**config.mk**
```make
export PLATFORM = sky130hd
export DESIGN_NAME = ct_f_spsram_req_ctrl
export DESIGN_NICKNAME = d
export VERILOG_FILES = /design/src/rtl/ct_f_spsram_req_ctrl.sv
export SDC_FILE = /design/constraint.sdc
export NUM_CORES = 1
export LEC_CHECK = 0
export ABC_AREA = 1
export BUFFER_PORTS_ARGS = -buffer_cell sky130_fd_sc_hd__buf_2
export CORE_AREA = 2 2 343 345
export CTS_CLUSTER_DIAMETER = 100
export DETAILED_ROUTE_END_ITERATION = 7
export DIE_AREA = 0 0 345 347
export PLACE_DENSITY = 0.4
export SYNTH_ARGS = -nofsm -noshare
export SYNTH_HDL_FRONTEND = slang
export SYNTH_SLANG_ARGS = --single-unit
```
**constraint.sdc**
```tcl
create_clock -name CLK -period 8.6 [get_ports CLK]
set_input_delay 1.72 -clock CLK [delete_from_list [all_inputs] [get_ports CLK]]
set_output_delay 1.72 -clock CLK [all_outputs]
set_load 0.005 [all_outputs]
```
**src/rtl/ct_f_spsram_req_ctrl.sv**
```systemverilog
// Requester-side controller for a single-port SRAM macro: valid/ready requests to CEN/GWEN/WEN pins,
// 2-entry response buffer. Define CT_F_SPSRAM_CTRL_INIT_EN to zero-fill the SRAM after reset.
module ct_f_spsram_req_ctrl #(
    parameter int ADDR_WIDTH = 8,
    parameter int DATA_WIDTH = 144
) (
    input  logic                  CLK,
    input  logic                  RST,
    input  logic                  req_vld,
    output logic                  req_rdy,
    input  logic                  req_wr,
    input  logic [ADDR_WIDTH-1:0] req_addr,
    input  logic [DATA_WIDTH-1:0] req_wdata,
    input  logic [DATA_WIDTH-1:0] req_wmask,
    output logic                  rsp_vld,
    input  logic                  rsp_rdy,
    output logic [DATA_WIDTH-1:0] rsp_rdata,
    output logic                  init_done,
    output logic [ADDR_WIDTH-1:0] A,
    output logic                  CEN,
    output logic                  GWEN,
    output logic [DATA_WIDTH-1:0] WEN,
    output logic [DATA_WIDTH-1:0] D,
    input  logic [DATA_WIDTH-1:0] Q
);

    typedef enum logic [1:0] {
        ST_WAIT = 2'd0,
        ST_INIT = 2'd1,
        ST_RUN  = 2'd2
    } state_e;

    state_e                state_q, state_d;
    logic                  inflight_q, inflight_d;
    logic [1:0]            count_q, count_d;
    logic                  wr_ptr_q, wr_ptr_d;
    logic                  rd_ptr_q, rd_ptr_d;
    logic [DATA_WIDTH-1:0] buf_q [2];

    logic                  fire;
    logic                  push;
    logic                  pop;
    logic [2:0]            credit_used;

`ifdef CT_F_SPSRAM_CTRL_INIT_EN
    logic [ADDR_WIDTH-1:0] init_cnt_q, init_cnt_d;
`endif

    assign init_done   = (state_q == ST_RUN);
    assign rsp_vld     = (count_q != 2'd0);
    assign rsp_rdata   = buf_q[rd_ptr_q];
    assign pop         = rsp_vld & rsp_rdy;
    assign push        = inflight_q;
    // Slots already promised (in flight or buffered) minus the one leaving this cycle
    assign credit_used = {2'b00, inflight_q} + {1'b0, count_q} - {2'b00, pop};
    assign req_rdy     = init_done & (credit_used < 3'd2);
    assign fire        = req_vld & req_rdy;

    always_comb begin
        state_d = state_q;
        unique case (state_q)
            ST_WAIT: begin
`ifdef CT_F_SPSRAM_CTRL_INIT_EN
                state_d = ST_INIT;
`else
                state_d = ST_RUN;
`endif
            end
            ST_INIT: begin
`ifdef CT_F_SPSRAM_CTRL_INIT_EN
                if (&init_cnt_q) begin
                    state_d = ST_RUN;
                end
`else
                state_d = ST_RUN;
`endif
            end
            ST_RUN:  state_d = ST_RUN;
            default: state_d = ST_WAIT;
        endcase
    end

`ifdef CT_F_SPSRAM_CTRL_INIT_EN
    always_comb begin
        init_cnt_d = init_cnt_q;
        if ((state_q == ST_INIT) && !(&init_cnt_q)) begin
            init_cnt_d = init_cnt_q + 1'b1;
        end
    end
`endif

    always_comb begin
        CEN  = 1'b1;
        GWEN = 1'b1;
        WEN  = '1;
        A    = req_addr;
        D    = req_wdata;
        if (state_q == ST_RUN) begin
            CEN  = ~fire;
            GWEN = ~(fire & req_wr);
            WEN  = fire ? ~req_wmask : '1;
        end
`ifdef CT_F_SPSRAM_CTRL_INIT_EN
        else if (state_q == ST_INIT) begin
            CEN  = 1'b0;
            GWEN = 1'b0;
            WEN  = '0;
            D    = '0;
            A    = init_cnt_q;
        end
`endif
    end

    always_comb begin
        inflight_d = fire & ~req_wr;
        count_d    = count_q + {1'b0, push} - {1'b0, pop};
        wr_ptr_d   = push ? ~wr_ptr_q : wr_ptr_q;
        rd_ptr_d   = pop  ? ~rd_ptr_q : rd_ptr_q;
    end

    always_ff @(posedge CLK or posedge RST) begin
        if (RST) begin
            state_q    <= ST_WAIT;
            inflight_q <= 1'b0;
            count_q    <= 2'd0;
            wr_ptr_q   <= 1'b0;
            rd_ptr_q   <= 1'b0;
        end else begin
            state_q    <= state_d;
            inflight_q <= inflight_d;
            count_q    <= count_d;
            wr_ptr_q   <= wr_ptr_d;
            rd_ptr_q   <= rd_ptr_d;
        end
    end

`ifdef CT_F_SPSRAM_CTRL_INIT_EN
    always_ff @(posedge CLK or posedge RST) begin
        if (RST) begin
            init_cnt_q <= '0;
        end else begin
            init_cnt_q <= init_cnt_d;
        end
    end
`endif

    // Payload storage needs no reset; occupancy is tracked by count_q
    always_ff @(posedge CLK) begin
        if (push) begin
            buf_q[wr_ptr_q] <= Q;
        end
    end

    assert property (@(posedge CLK) disable iff (RST) !(push && (count_q == 2'd2)))
        else $error("response buffer overflow");

endmodule
```
; Word-level counts from Yosys, hierarchy flattened
; Memory sizes are Yosys's and may differ from the RTL's.
; Index checks and enable logic that the tools add are counted.
[totals]
latch_bits = 0
output_inout_bits = 445
n_memories = 1
input_bits = 445
rom_bits = 0
regBits = 7
ram_bits = 288
[op_classes]
reduce_logical = 3
addsub = 4
n_eq_ne = 2
bitwise = 11
n_mux = 7
n_mul = 0
n_lt_le_gt_ge = 1
n_shift = 0
n_div = 0
[memory_table]
columns = name, words, width, rd, rd_ports_with_merged_regs, write_ports, line_no
row1 = buf_q, 2, 144, 1, 0, 1, 38  ; logic [DATA_WIDTH-1:0] buf_q [2];
[ops]
columns = operator, count
row1 = $mux 144, 2
row2 = $not 144->144, 1
row3 = $and 1x1->1, 5
row4 = $not 1->1, 5
row5 = $mux 1, 4
row6 = $add 1x2->3, 1
row7 = $lt 3x2->1 const B, 1
row8 = $reduce_or 3->1, 1
row9 = $sub 3x1->3, 1
row10 = $add 2x1->2, 1
row11 = $eq 2x1->1 const B, 1
row12 = $eq 2x2->1 const B, 1
row13 = $logic_not 2->1, 1
row14 = $mux 2, 1
row15 = $reduce_bool 2->1, 1
row16 = $sub 2x1->2, 1

; Logic depth before layout (Yosys ltp)
; Gate-level depths: netlist (run 1).
[depth]
ltp_word = 9
ltp_mapped = 14
depth_no_buf = 13

; Least setup slack after synthesis (run 1)
; Ideal clock, no wire load.
[synth_timing]
path_type = register to register
start = register inflight_q
end = memory buf_q[0][0], enable pin
arrival_ns = 6.457
setup_ns = 0.652
period_less_slack_ns = 7.109
path_stages_with_launch = 3
setup_slack_ns = 1.491
cell_sequence = dfrtp_1 -> inv_1 -> nor2_1
[synth_between]
elab_chain_len = 2
[synth_lines]
columns = item, line_no
row1 = "start, declared", 34  ; logic inflight_q, inflight_d;
row2 = "start signal, assigned", 130  ; inflight_q <= inflight_d;
row3 = $mux 1, 149  ; if (push) begin
row4 = $mux 1 (not written as such), 150  ; buf_q[wr_ptr_q] <= Q;
row5 = "end, declared", 38
; Every way passes these cells.

; Worst setup path in the final report (run 1)
[layout_timing]
start = input rsp_rdy
end = output WEN[84]
[layout_between]
elab_chain_len = 7
[layout_lines]
columns = item, line_no
row1 = "start, declared", 16  ; input logic rsp_rdy,
row2 = $and 1x1->1, 52  ; assign pop = rsp_vld & rsp_rdy;
row3 = net pop, 42  ; logic pop;
row4 = $sub 3x1->3, 55  ; assign credit_used = {2'b00, inflight_q} + {1'b0, count_q} - {2'b00, pop};
row5 = $lt 3x2->1, 56  ; assign req_rdy = init_done & (credit_used < 3'd2);
row6 = $and 1x1->1, 56
row7 = $and 1x1->1, 57  ; assign fire = req_vld & req_rdy;
row8 = $mux 144, 101  ; WEN = fire ? ~req_wmask : '1;
row9 = $mux 144, 98  ; if (state_q == ST_RUN) begin
row10 = "end, declared", 22  ; output logic [DATA_WIDTH-1:0] WEN,
; The timed path passes the listed nets, and every way through them passes these cells.

==> results of run 1 <==
-- sequential cells by signal, summed over array words and instances, names as in the netlist --
register    count
wr_ptr_q        1
rd_ptr_q        1
inflight_q      1
count_q         2
state_q         1
buf_q         288
-- stage by stage --
stage	instance area, um^2	setup WS [ns]
2_1_floorplan	13200	1.49
3_3_place_gp	16500	2.41
3_5_place_dp	16500	2.39
4_1_cts	17700	2.39
5_1_grt	17800	2.21
6_report	17800	2.45
-- worst register-to-register path, delay by kind of cell (launching register included) --
family	cells	cell delay (ns)
adders and majority gates	3	0.93
buffers and inverters	5	0.79
DFF	1	0.43
and+or+nand+nor	6	0.69
-- power breakdown --
part / internal [uW] / switching [uW] / total [uW]
Combinational: 501 / 1110 / 1620
Clock: 944 / 610 / 1550
Sequential: 1670 / 48.4 / 1720
-- area by class of cell --
class	count	area, um^2	share of cell area (%)
Inverter	10	45.0	0.253
Clock buffer	45	956	5.38
Timing Repair Buffer	598	3060	17.2
Sequential cell	294	8800	49.5
Multi-Input combinational cell	594	2730	15.4
Tap cell	1524	1910	10.7
Antenna cell	13	32.5	0.183
Clock inverter	20	240	1.35
-- kinds of logic (layout without fill, tap and decap cells) --
family,after synthesis,in the layout
XOR/XNOR,2,2
flip-flops,294,294
adder cells (fa/ha/maj),3,3
buffers and inverters,241,673
other,1,14
AND/OR/NAND/NOR,588,588
-- final timing paths --
| path | from | endpoint | slack [ns] | cells past startpoint |
|---|---|---|---|---|
| setup / recovery | rsp_rdy | WEN[84] | 2.45 | 11 |
| hold / removal | wr_ptr_q$_DFFE_PP0P_ | wr_ptr_q$_DFFE_PP0P_ | 0.54 | 1 |
| setup reg to reg | count_q[1]$_DFF_PP0_ | inflight_q$_DFF_PP0_ | 5.68 | 14 |
| hold reg to reg | wr_ptr_q$_DFFE_PP0P_ | wr_ptr_q$_DFFE_PP0P_ | 0.54 | 1 |
| max in group asynchronous | RST | rd_ptr_q$_DFFE_PP0P_ | 7.21 | 2 |
| min in group asynchronous | RST | inflight_q$_DFF_PP0_ | 1.16 | 2 |
-- metal layers --
metal  global-route usage, %  up-vias
met5                       0        -
met4                    4.74       44
met2                    25.7      647
met3                    8.84      156
met1                    11.3     4739
li1                        -     4608
-- layout by cell type, fill, tap and decap left out, types with 4 or more instances in the layout --
cell | synthesis | final
buf_2 | 35 | 584
nand2_1 | 437 | 436
edfxtp_1 | 288 | 288
nand4_1 | 135 | 135
clkbuf_16 | 0 | 37
diode_2 | 0 | 13
buf_4 | 160 | 11
nand4_2 | 10 | 10
inv_1 | 9 | 8
clkbuf_1 | 19 | 8
clkinv_2 | 0 | 5
clkinv_1 | 0 | 5
bufinv_16 | 0 | 5
dfrtp_1 | 6 | 5
inv_6 | 0 | 4
==> impl_metrics.env, run 1 <==
export IMPL_status="finished clean"
export IMPL_fin_tns_setup_ns=0
export IMPL_syn_to_final_growth_pct=34.7
export IMPL_cts_made_buffers=36
export IMPL_drt_met1_wl_um=23800
export IMPL_layout_nets=1982
export IMPL_crit_path_start_kind="input port"
export IMPL_drt_iter0_drc=573
export IMPL_hold_violations=0
export IMPL_die_w_um=345
export IMPL_synth_xor_area_share_pct=0.133
export IMPL_cp_num_buf_inv=5
export IMPL_clock_skew_ns=0.0116
export IMPL_tightest_slew_ns=0.973
export IMPL_dp_cells=3020
export IMPL_netlist_top_cells_area="edfxtp_1, nand2_1, buf_4"
export IMPL_wire_per_inst_um=27.6
export IMPL_cp_end_kind="output port"
export IMPL_max_freq_ghz=0.163
export IMPL_drive_above_1_share_pct=42.8
export IMPL_yosys_warnings=0
export IMPL_die_y_um=347
export IMPL_die_area_um2=120000
export IMPL_crit_type="in2out"
export IMPL_yosysSeqAreaShare_pct=66.7
export IMPL_postSynthCellCount=1129
export IMPL_clock_sinks=294
export IMPL_p_per_area_nw_per_um2=275
export IMPL_wl_met3_um=12600
export IMPL_gp_congestion=0.990
export IMPL_synth_adder_area_share_pct=0.341
export IMPL_critical_path_slowest_cell="nand2_4"
export IMPL_ir_drop_v=0.000160
export IMPL_period_share_pct=71.5
export IMPL_dp_hpwl_um=72000
export IMPL_dr_pass1_iters=5
export IMPL_synth_area_um2=13200
export IMPL_slowest_delay_ns=0.66
export IMPL_stdcell_count=3098
export IMPL_slew_violations=0
export IMPL_clk_latency_ns=0.54
export IMPL_rows=125
export IMPL_ys_seq_elements=294
export IMPL_leakage_uw=0.00688
export IMPL_cap_violations=0
export IMPL_fillCellCount=13000
export IMPL_totalWireLength_um=85500
export IMPL_ant_nets=0
export IMPL_rsz0062_at_grt="false"
export IMPL_floorplan_initialDensity_pct=11.4
export IMPL_crit_fanout=75
export IMPL_cp_data_arrival_time_ns=4.43
export IMPL_cts_buffer_depth=3
export IMPL_port_buffers=585
export IMPL_synth_most_common_cell="nand2_1"
export IMPL_clock_root_buffer="clkbuf_16"
export IMPL_finalSetupViolations=0
export IMPL_syn_avg_cell_area_um2=11.7
export IMPL_grt_first_pass_wirelength_um=107000
export IMPL_synth_nets=1577
export IMPL_synth_simple_gate_area_share_pct=20.1
export IMPL_synth_edf_count=288
export IMPL_cts_tree="yes"
export IMPL_synthArstFlopShare_pct=2.04
export IMPL_grt_ovfl_total=0
export IMPL_dr_max_layer_used="met5"
export IMPL_slew_limit_headroom_pct=35.1
export IMPL_met2WireLength_um=45600
export IMPL_grt_pass1_vias=9665
export IMPL_min_period_ns=6.15
export IMPL_synth_top_family_by_area="simple AND/OR/NAND/NOR gates"
export IMPL_p_total_uw=4890
export IMPL_synth_common_cells="nand2_1, edfxtp_1, buf_4"
export IMPL_synth_flop_cell="edfxtp_1"
export IMPL_num_vias=10200
export IMPL_crit_required_ns=6.88
export IMPL_grtUsageTotal_pct=13.6
export IMPL_core_um2=116000
export IMPL_holdBufCountCts=0
export IMPL_yosysUniqueCellTypes=22
export IMPL_synth_top_area_share_pct=65.6
export IMPL_grt_max_degree=137
export IMPL_synth_compound_area_share_pct=0
export IMPL_critical_path_top_delay_family="simple AND/OR/NAND/NOR gates"
export IMPL_synthMuxAreaShare_pct=0
export IMPL_worstPathCellList="buf_2 > nand2_1 > inv_1 > ha_1 > inv_1 > ha_1 > fa_1 > nand2_4 > buf_12 > nand4_1 > buf_2"
export IMPL_cts_setup_buffers=0
export IMPL_hold_path_class="reg2reg"
export IMPL_antenna_found_initial=62
export IMPL_yosysTopAreaCell="edfxtp_1"
export IMPL_drc_errors=0
export IMPL_clk_pin_slew_ns=0.05
export IMPL_pin_count=890
export IMPL_htreeDepth=2
export IMPL_postCtsResizedCells=0
export IMPL_fin_util_pct=15.4
export IMPL_vias_per_cell=3.29
export IMPL_holdWs_ns=0.539
Power figures use the tool's default switching activity.
==> inputs of run 2 (changes only) <==
- CORE_AREA: 2 2 343 345 -> 2 2 350 352
- DIE_AREA: 0 0 345 347 -> 0 0 352 354
- clock period: 8.6 -> 5.1 ns (I/O delays scaled with it)
==> impl_metrics.env, run 2 (synthesized netlist as in run 1, its figures left out) <==
export IMPL_status="finished clean"
export IMPL_clock_root_buffer="clkbuf_16"
export IMPL_ir_drop_v=0.000309
export IMPL_grt_first_pass_wirelength_um=99000
export IMPL_htreeDepth=2
export IMPL_largest_reg_flops=288
export IMPL_drt_iter0_drc=632
export IMPL_hold_path_class="in2async"
export IMPL_tightest_slew_ns=0.908
export IMPL_cts_setup_buffers=0
export IMPL_slew_violations=0
export IMPL_r2r_start="count_q[1]$_DFF_PP0_"
export IMPL_core_um2=121000
export IMPL_cp_data_arrival_time_ns=3.80
export IMPL_r2r_cells=15
export IMPL_leakage_uw=0.00686
export IMPL_drc_errors=0
export IMPL_final_cell_mix="buf_2, nand2_1, edfxtp_1"
export IMPL_cap_violations=0
export IMPL_crit_required_ns=4.08
export IMPL_stdcell_count=3189
export IMPL_slew_limit_headroom_pct=39.5
export IMPL_pin_count=890
export IMPL_finalSetupViolations=0
export IMPL_clk_pin_slew_ns=0.05
export IMPL_clock_sinks=294
export IMPL_p_per_area_nw_per_um2=448
export IMPL_grtUsageTotal_pct=11.9
export IMPL_intPower_uw=5070
export IMPL_dp_hpwl_um=64800
export IMPL_layout_nets=1990
export IMPL_crit_type="reg2out"
export IMPL_cts_made_buffers=34
export IMPL_cp_end_kind="output port"
export IMPL_crit_path_start_kind="flip-flop"
export IMPL_die_y_um=354
export IMPL_syn_to_final_growth_pct=35.3
export IMPL_dp_cells=3131
export IMPL_clock_skew_ns=0.0196
export IMPL_ant_nets=0
export IMPL_top_regs="buf_q: 288 flops, count_q: 2 flops"
export IMPL_port_buffers=585
export IMPL_swShare_pct=36.6
export IMPL_num_vias=10100
export IMPL_cts_buffer_depth=3
export IMPL_clockPowerShare_pct=28.4
export IMPL_largest_register="buf_q"
export IMPL_clk_latency_ns=0.53
export IMPL_grt_pass1_vias=9714
export IMPL_die_w_um=352
export IMPL_min_period_ns=4.82
export IMPL_rsz0062_at_grt="false"
export IMPL_crit_fanout=27
export IMPL_power_share_combinational_pct=35.5
export IMPL_period_share_pct=94.4
export IMPL_dr_pass1_iters=5
export IMPL_grt_max_degree=146
export IMPL_gp_congestion=1.03
export IMPL_cts_tree="yes"
export IMPL_power_switching_uw=2920
export IMPL_fin_util_pct=14.8
export IMPL_fillCellCount=13700
export IMPL_hold_violations=0
export IMPL_grt_ovfl_total=0
export IMPL_vias_per_cell=3.18
export IMPL_seqPwrFrac_pct=36.1
export IMPL_antenna_found_initial=38
export IMPL_dpl_instance_area_um2=16800
export IMPL_drive_above_1_share_pct=43.1
export IMPL_floorplan_initialDensity_pct=10.9
export IMPL_fin_tns_setup_ns=0
export IMPL_reg2reg_to="inflight_q$_DFF_PP0_"
export IMPL_max_freq_ghz=0.208
export IMPL_fin_area_um2=17900
export IMPL_totalWireLength_um=78200
export IMPL_die_area_um2=125000
export IMPL_wire_per_inst_um=24.5
export IMPL_mostFrequentLayoutCell="buf_2"
export IMPL_rows=128
export IMPL_reg2reg_slack_ns=1.65
[run 2: what timing repair did]
action                     4_1_cts  5_1_grt
setup endpoints to repair        0      118
hold buffers                     0        0
resized for setup                0        1
[run 2: area by class of cell]
| type | count | area, um^2 | share of cell area, % |
|---|---|---|---|
| antenna | 2 | 5.00 | 0.0280 |
| clock buffer | 42 | 902 | 5.05 |
| clock inverter | 14 | 114 | 0.638 |
| inverter | 10 | 45.0 | 0.252 |
| multi-input combinational | 594 | 2740 | 15.3 |
| sequential | 294 | 8800 | 49.3 |
| tap | 1625 | 2030 | 11.4 |
| timing repair buffer | 608 | 3220 | 18.0 |
[run 2: worst max-delay path, cell delays in order, from the launching register on]
cell and delay (ns):
dfrtp_1 0.42, inv_1 0.13, nand2_1 0.28, nand2_2 0.27, inv_1 0.08, ha_1 0.28
inv_1 0.04, ha_1 0.18, fa_1 0.47, nand2_4 0.35, buf_4 0.37, nand4_1 0.20
buf_2 0.18
[run 2: per-stage QoR]
| step | worst slack [ns] | hold WS, ns | total power [uW] |
|---|---|---|---|
| after floorplan | 0.481 | 0.481 | 4530 |
| after global placement | 0.426 | 0.532 | 5900 |
| after detailed placement | 0.451 | 0.533 | 5890 |
| after CTS | 0.0400 | 0.348 | 8230 |
| after global routing | 0.00190 | 0.390 | 8520 |
| final | 0.284 | 0.406 | 7990 |
[run 2: power groups by stage]
stage | sequential, uW | clock [uW] | combinational (uW)
after floorplan | 2910 | 0 | 1610
after detailed placement | 2940 | 0 | 2950
after global placement | 2940 | 0 | 2960
after global routing | 2900 | 2450 | 3170
final | 2890 | 2270 | 2840
after CTS | 2890 | 2380 | 2960
[run 2: routing by layer]
metal,global-route usage [%],share of wire (%),up-vias
li1,-,-,4602
met1,11.1,32,4729
met2,21.7,52,652
met3,6.40,12,138
met4,4.39,3.9,20
met5,0.0377,0.16,-
[run 2: worst max path at each step]
stage,startpoint,to,slack (ns),depth (start not counted)
after floorplan,wr_ptr_q$_DFFE_PP0P_,buf_q[0][0]$_DFFE_PP_,0.48,1
after global placement,rsp_rdy,WEN[54],0.43,11
after detailed placement,rsp_rdy,WEN[54],0.45,11
after CTS,count_q[1]$_DFF_PP0_,WEN[54],0.04,12
after global routing,count_q[1]$_DFF_PP0_,WEN[89],0.002,14
final,count_q[1]$_DFF_PP0_,WEN[54],0.28,12
